**src/rtl/shift8_seq.sv**
```systemverilog
// Sequenced 8-bit shifter/rotator: one bit per cycle for amt steps, then a one-cycle done pulse.
// Requests are accepted only in IDLE; start/op/amt/d_in are ignored while busy.
module shift8_seq (
  input  logic       clk,
  input  logic       reset_n,
  input  logic       start,
  input  logic [2:0] op,
  input  logic [2:0] amt,
  input  logic [7:0] d_in,
  output logic [7:0] q,
  output logic       cout,
  output logic       busy,
  output logic       done
);

  localparam logic [2:0] OP_NOP  = 3'b000;
  localparam logic [2:0] OP_LOAD = 3'b001;
  localparam logic [2:0] OP_LSL  = 3'b010;
  localparam logic [2:0] OP_LSR  = 3'b011;
  localparam logic [2:0] OP_ASR  = 3'b100;
  localparam logic [2:0] OP_ROL  = 3'b101;
  localparam logic [2:0] OP_ROR  = 3'b110;

  typedef enum logic [1:0] {IDLE, SHIFT, DONE} state_e;

  state_e     state_q;
  logic [7:0] q_q;
  logic       cout_q;
  logic [2:0] cnt_q;
  logic [2:0] op_q;
  logic [7:0] q_d;
  logic       cout_d;

  // One-bit step of the latched operation, applied while cnt is nonzero.
  always_comb begin
    q_d    = q_q;
    cout_d = cout_q;
    case (op_q)
      OP_LSL: begin q_d = {q_q[6:0], 1'b0};     cout_d = q_q[7]; end
      OP_LSR: begin q_d = {1'b0, q_q[7:1]};     cout_d = q_q[0]; end
      OP_ASR: begin q_d = {q_q[7], q_q[7:1]};   cout_d = q_q[0]; end
      OP_ROL: begin q_d = {q_q[6:0], q_q[7]};   cout_d = q_q[7]; end
      OP_ROR: begin q_d = {q_q[0], q_q[7:1]};   cout_d = q_q[0]; end
      default: begin q_d = q_q;                 cout_d = cout_q; end
    endcase
  end

  always_ff @(posedge clk or negedge reset_n) begin
    if (!reset_n) begin
      state_q <= IDLE;
      q_q     <= 8'h00;
      cout_q  <= 1'b0;
      cnt_q   <= 3'd0;
      op_q    <= OP_NOP;
    end else begin
      case (state_q)
        IDLE: begin
          if (start) begin
            case (op)
              OP_LOAD: begin
                q_q     <= d_in;
                cout_q  <= 1'b0;
                state_q <= DONE;
              end
              OP_LSL, OP_LSR, OP_ASR, OP_ROL, OP_ROR: begin
                op_q    <= op;
                cnt_q   <= amt;
                state_q <= SHIFT;
              end
              default: state_q <= DONE;  // NOP and reserved code
            endcase
          end
        end
        SHIFT: begin
          if (cnt_q != 3'd0) begin
            q_q    <= q_d;
            cout_q <= cout_d;
            cnt_q  <= cnt_q - 3'd1;
          end else begin
            state_q <= DONE;
          end
        end
        DONE:    state_q <= IDLE;
        default: state_q <= IDLE;
      endcase
    end
  end

  assign q    = q_q;
  assign cout = cout_q;
  assign busy = (state_q != IDLE);
  assign done = (state_q == DONE);

endmodule

```
**config.mk**
```make
export PLATFORM = sky130hd
export DESIGN_NAME = shift8_seq
export DESIGN_NICKNAME = d
export VERILOG_FILES = /design/src/rtl/shift8_seq.sv
export SDC_FILE = /design/constraint.sdc
export NUM_CORES = 1
export LEC_CHECK = 0
export ABC_AREA = 1
export ABC_CLOCK_PERIOD_IN_PS = 2950
export BUFFER_PORTS_ARGS = -buffer_cell sky130_fd_sc_hd__buf_4
export CAP_MARGIN = 30
export CORE_ASPECT_RATIO = 1.25
export CORE_MARGIN = 2
export CORE_UTILIZATION = 55
export CTS_CLUSTER_SIZE = 25
export DETAILED_ROUTE_END_ITERATION = 6
export PLACE_DENSITY = 0.82
export SYNTH_ARGS = -nofsm -noshare
export SYNTH_HDL_FRONTEND = slang
export SYNTH_SLANG_ARGS = --single-unit
```
**constraint.sdc**
```tcl
create_clock -name clk -period 2.95 [get_ports clk]
set_input_delay 0.59 -clock clk [delete_from_list [all_inputs] [get_ports clk]]
set_output_delay 0.59 -clock clk [all_outputs]
set_load 0.02 [all_outputs]
```
# Word level (Yosys, flattened, before mapping)
# Index checks and enable logic that the tools add are counted.
[classes] n_reduce_logical=13 eq_ne=22 n_mux=18 add_sub_neg=1
[op_table] op="case mux 8 bit (5 select lines)" count=1
[op_table] op="two-way mux 8 bit" count=3
[op_table] op="== test 3 bit, second input constant" count=6
[op_table] op="case mux 8 bit (2 select lines)" count=1
[op_table] op="== test 3 x 2 -> 1 bit, second input constant" count=4
[op_table] op="AND reduction 5 bit" count=2
[op_table] op="two-way mux 3 bit" count=3
[op_table] op="!= test 2 bit, second input constant" count=4
[op_table] op="two-way mux 2 bit" count=3
[op_table] op="!= test 6 x 1 -> 1 bit, second input constant" count=1
[op_table] op="case mux 3 bit (2 select lines)" count=1
[op_table] op="AND reduction 6 bit" count=1
[op_table] op="!= test 5 x 1 -> 1 bit, second input constant" count=1
[op_table] op="OR reduction 5 bit" count=1
[op_table] op="!= test 2 x 1 -> 1 bit, second input constant" count=2
[op_table] op="case mux 1 bit (2 select lines)" count=2
[op_table] op="case mux 2 bit (2 select lines)" count=1
[op_table] op="AND reduction 4 bit" count=1
[op_table] op="nonzero test 2 bit" count=2
[op_table] op="== test 3 x 1 -> 1 bit, second input constant" count=1
[op_table] op="two-way mux 1 bit" count=3
[op_table] op="!= test 3 bit, second input constant" count=1
[op_table] op="AND reduction 3 bit" count=1
[op_table] op="nonzero test 3 bit" count=1
[op_table] op="other kinds (7)" count=7
[word_totals] register_bits=17 out_inout_bits=11 input_bits=17

# Depth between registers and ports, before layout
[logic_depth] word_depth=5 depth_mapped=9

# Worst setup path before layout
# OpenSTA, ideal clock, no wires.
[synth_timing] kind="reg2out" startpoint="register state_q[1]" endpoint="output done" n_path_buf=0 path_slack_ns=1.546 required_ns=2.360 arrival_time_ns=0.814 stages_incl_launch_ff=3 cell_sequence="dfrtp_1 -> inv_1 -> nor2_1"
[synth_via] elab_chain_cells=1
[synth_rtl] element="start: declaration" line_no="26" source="state_e state_q;"
[synth_rtl] element="start signal: assignment" line_no="50" source="state_q <= IDLE;"
[synth_rtl] element="start signal: assignment" line_no="63" source="state_q <= DONE;"
[synth_rtl] element="start signal: assignment" line_no="68" source="state_q <= SHIFT;"
[synth_rtl] element="== test 2 bit" line_no="92" source="assign done = (state_q == DONE);"
[synth_rtl] element="end: declaration" line_no="13" source="output logic done"
# No other way between the ends.

# Final worst setup path
[layout_timing] startpoint="register state_q[1]" endpoint="output busy"
[layout_via] elab_chain_cells=1
[layout_rtl] element="nonzero test 2 bit" line_no="91" source="assign busy = (state_q != IDLE);"
[layout_rtl] element="end: declaration" line_no="12" source="output logic busy,"
# No other way between the ends.

==> metrics.txt <==
outcome=finished clean; final setup vio count=0; RSZ-0062 raised after global routing=no; initial antenna violation count=0; most common cell after layout, fill and taps aside=nand2_1; Critical Path Fanout Max=3; Rel. slew slack=0.806; Ports=28; nets=209; PortBufs=27; cts hold-fix bufs=0; Critical Path Sink Type=primary output; routed length per placed instance=~12 µm; synthesis-to-layout area growth=22.2%; fin. max-slew vios=0; FF+latch count, synth=17; synth unique cells=20; final period utilization=0.596; setup TNS=0 ns; Finished Core Util=0.699; CORE AREA=1960 µm²; share of cells above drive strength 1=0.270; CP top delay family=flip-flops; CP Data Arrival Time=1.17 ns; Skew-Pair Late Insertion Delay=0.29 ns; Slowest-stage cell, CP=dfrtp_1; Initial Util=0.572; GR Util All Layers=0.239; crit path time final=1.76 ns; Synth warnings=0; crit path buf inv count=2; FF-to-FF End=cout; R2R setup slack=roughly 1.5 ns; Routed WL=2480 µm; Overall Power=1.54 mW; Finished Layout Cells=209; most frequent cells in the layout=nand2_1, nand3_1, buf_4; first-pass GRT wire length=4280 µm; die height=between 50 and 60 µm; Peak VDD IR=0.559 mV; Vias=1143; dpl hpwl=1890 µm; met1 Use GR=0.256; Avg Cell Area, Syn=7.05 µm²; critical-path cell list=nor2_2 -> inv_1 -> buf_4; Leak Pwr=~0.75 nW; Iteration-0 DRC Markers=17; final-layout fill cell count=178; largest net degree at the start of global routing=20; Setup crit start kind=flop; pwr/cell area=1130 nW/µm²; Cells after Synth=159; M2 GR Usage=0.461; CTS H-Tree Depth=1; clk sinks=17; post-synthesis sequential area ratio=0.379; Post-CTS Setup Inserts=0; antenna cell count=0; TritonCTS clock tree=built; Mapped Nets=around 180; Slew @ Worst Pin=0.287 ns; drt via density=roughly 5.5; Die Area=2420 µm²; r2r worst-path depth=6; vias in the first global route=1086; drt drc=0; row cnt=18; Req. time, crit path=around 2.4 ns; Worst Hold Class=input pin to asynchronous set/reset pin; Longest Clk Path Bufs=2; Final ANT Viol Nets=0; Initial DRT Pass Iterations=5; Die Wd=44.4 µm; Clock Tree Root=clkbuf_4; Placed Area=1340 µm²; clk_skew=0.000930 ns; kind of critical path=flop to primary output; f_max=0.569 GHz; CTS-repair resized insts=0; total of max-cap violations=0; cts bufs inserted=3; Critical R2R Launch=state_q[1]; GR Overflow Total=0; Synth Cell Area=1120 µm²; crit-path max cell delay=0.47 ns; GP Congestion=0.824; DP Cell Count=205; Reg clk slew, reported paths=0.10 ns; Final Hold Viols=0; fin area=1370 µm²; met3 GRT Util=0.0297; global routing's busiest layer=met2
==> sequential cells by signal, indices dropped and copies added, names as in the netlist <==
name,count
cnt_q,3
op_q,3
state_q,2
cout,1
q,8
==> synth_stat cells <==
cell type	number	area (µm²)
or2_1	1	6.26
o21ai_0	10	50.1
inv_1	16	60.1
nand3_1	27	135
nor2_2	1	6.26
nand2_2	6	37.5
nor2_1	8	30.0
dfrtp_1	17	425
inv_2	1	3.75
nand2_4	3	33.8
nand3_2	1	10.0
o21ai_1	1	5.00
nand3b_1	1	7.51
ha_1	2	25.0
or2_2	7	43.8
a21oi_1	2	10.0
nor2_8	1	20.0
buf_2	1	5.00
nand2_1	52	195
nor2_4	1	11.3
==> worst max-delay path by stage <==
stage / cells past startpoint / end / start
global route: 3 / busy / state_q[1]
global placement: 8 / cnt_q[1] / op[1]
detailed placement: 8 / cnt_q[0] / op[1]
finish: 3 / busy / state_q[1]
CTS: 3 / busy / state_q[1]
floorplan: 2 / done / state_q[1]
==> report_power, final <==
part	switching (mW)	total [mW]	leakage, nW	internal (mW)
Clock	0.0772	0.130	0.0150	0.0526
Combinational	0.590	0.944	0.526	0.354
Sequential	0.124	0.468	0.213	0.344
Total	0.791	1.54	0.754	0.750
==> layer usage <==
layer	vias up	wire [µm]	share of wire
li1	568	-	-
met3	4	146	0.059
met4	0	24	0.0097
met5	-	0	0
met1	537	992	0.40
met2	34	1320	0.53
==> logic make-up after synthesis <==
kind of cell | Yosys count | synth area share
buffers and inverters | 18 | 0.0614
AO/OA/AOI/OAI | 13 | 0.0580
AND/OR/NAND/NOR | 109 | 0.479
adder cells (fa/ha/maj) | 2 | 0.0223
flip-flops | 17 | 0.379
==> through the flow <==
stage | setup slack (ns) | hold WS (ns)
finish | 1.19 | 0.142
global route | 1.13 | 0.150
CTS | 1.18 | 0.147
detailed placement | 1.40 | 0.471
global placement | 1.42 | 0.467
floorplan | 1.55 | 0.294
==> cell type report <==
class                           instances  area, µm²  share of cell area
Tap cell                               20       25.0              0.0183
Clock buffer                            4       26.3              0.0192
Sequential cell                        17        425               0.311
Timing Repair Buffer                   27        203               0.148
Inverter                               17       63.8              0.0466
Multi-Input combinational cell        124        627               0.458
==> worst reg2reg max path, cell delays in order (launching register included) <==
cell and delay (ns):
dfrtp_1 0.47, nor2_8 0.27, nand2_4 0.11, nand2_4 0.09, nand3_2 0.20, nand2_1 0.11, o21ai_1 0.06
Power figures use the tool's default switching activity.
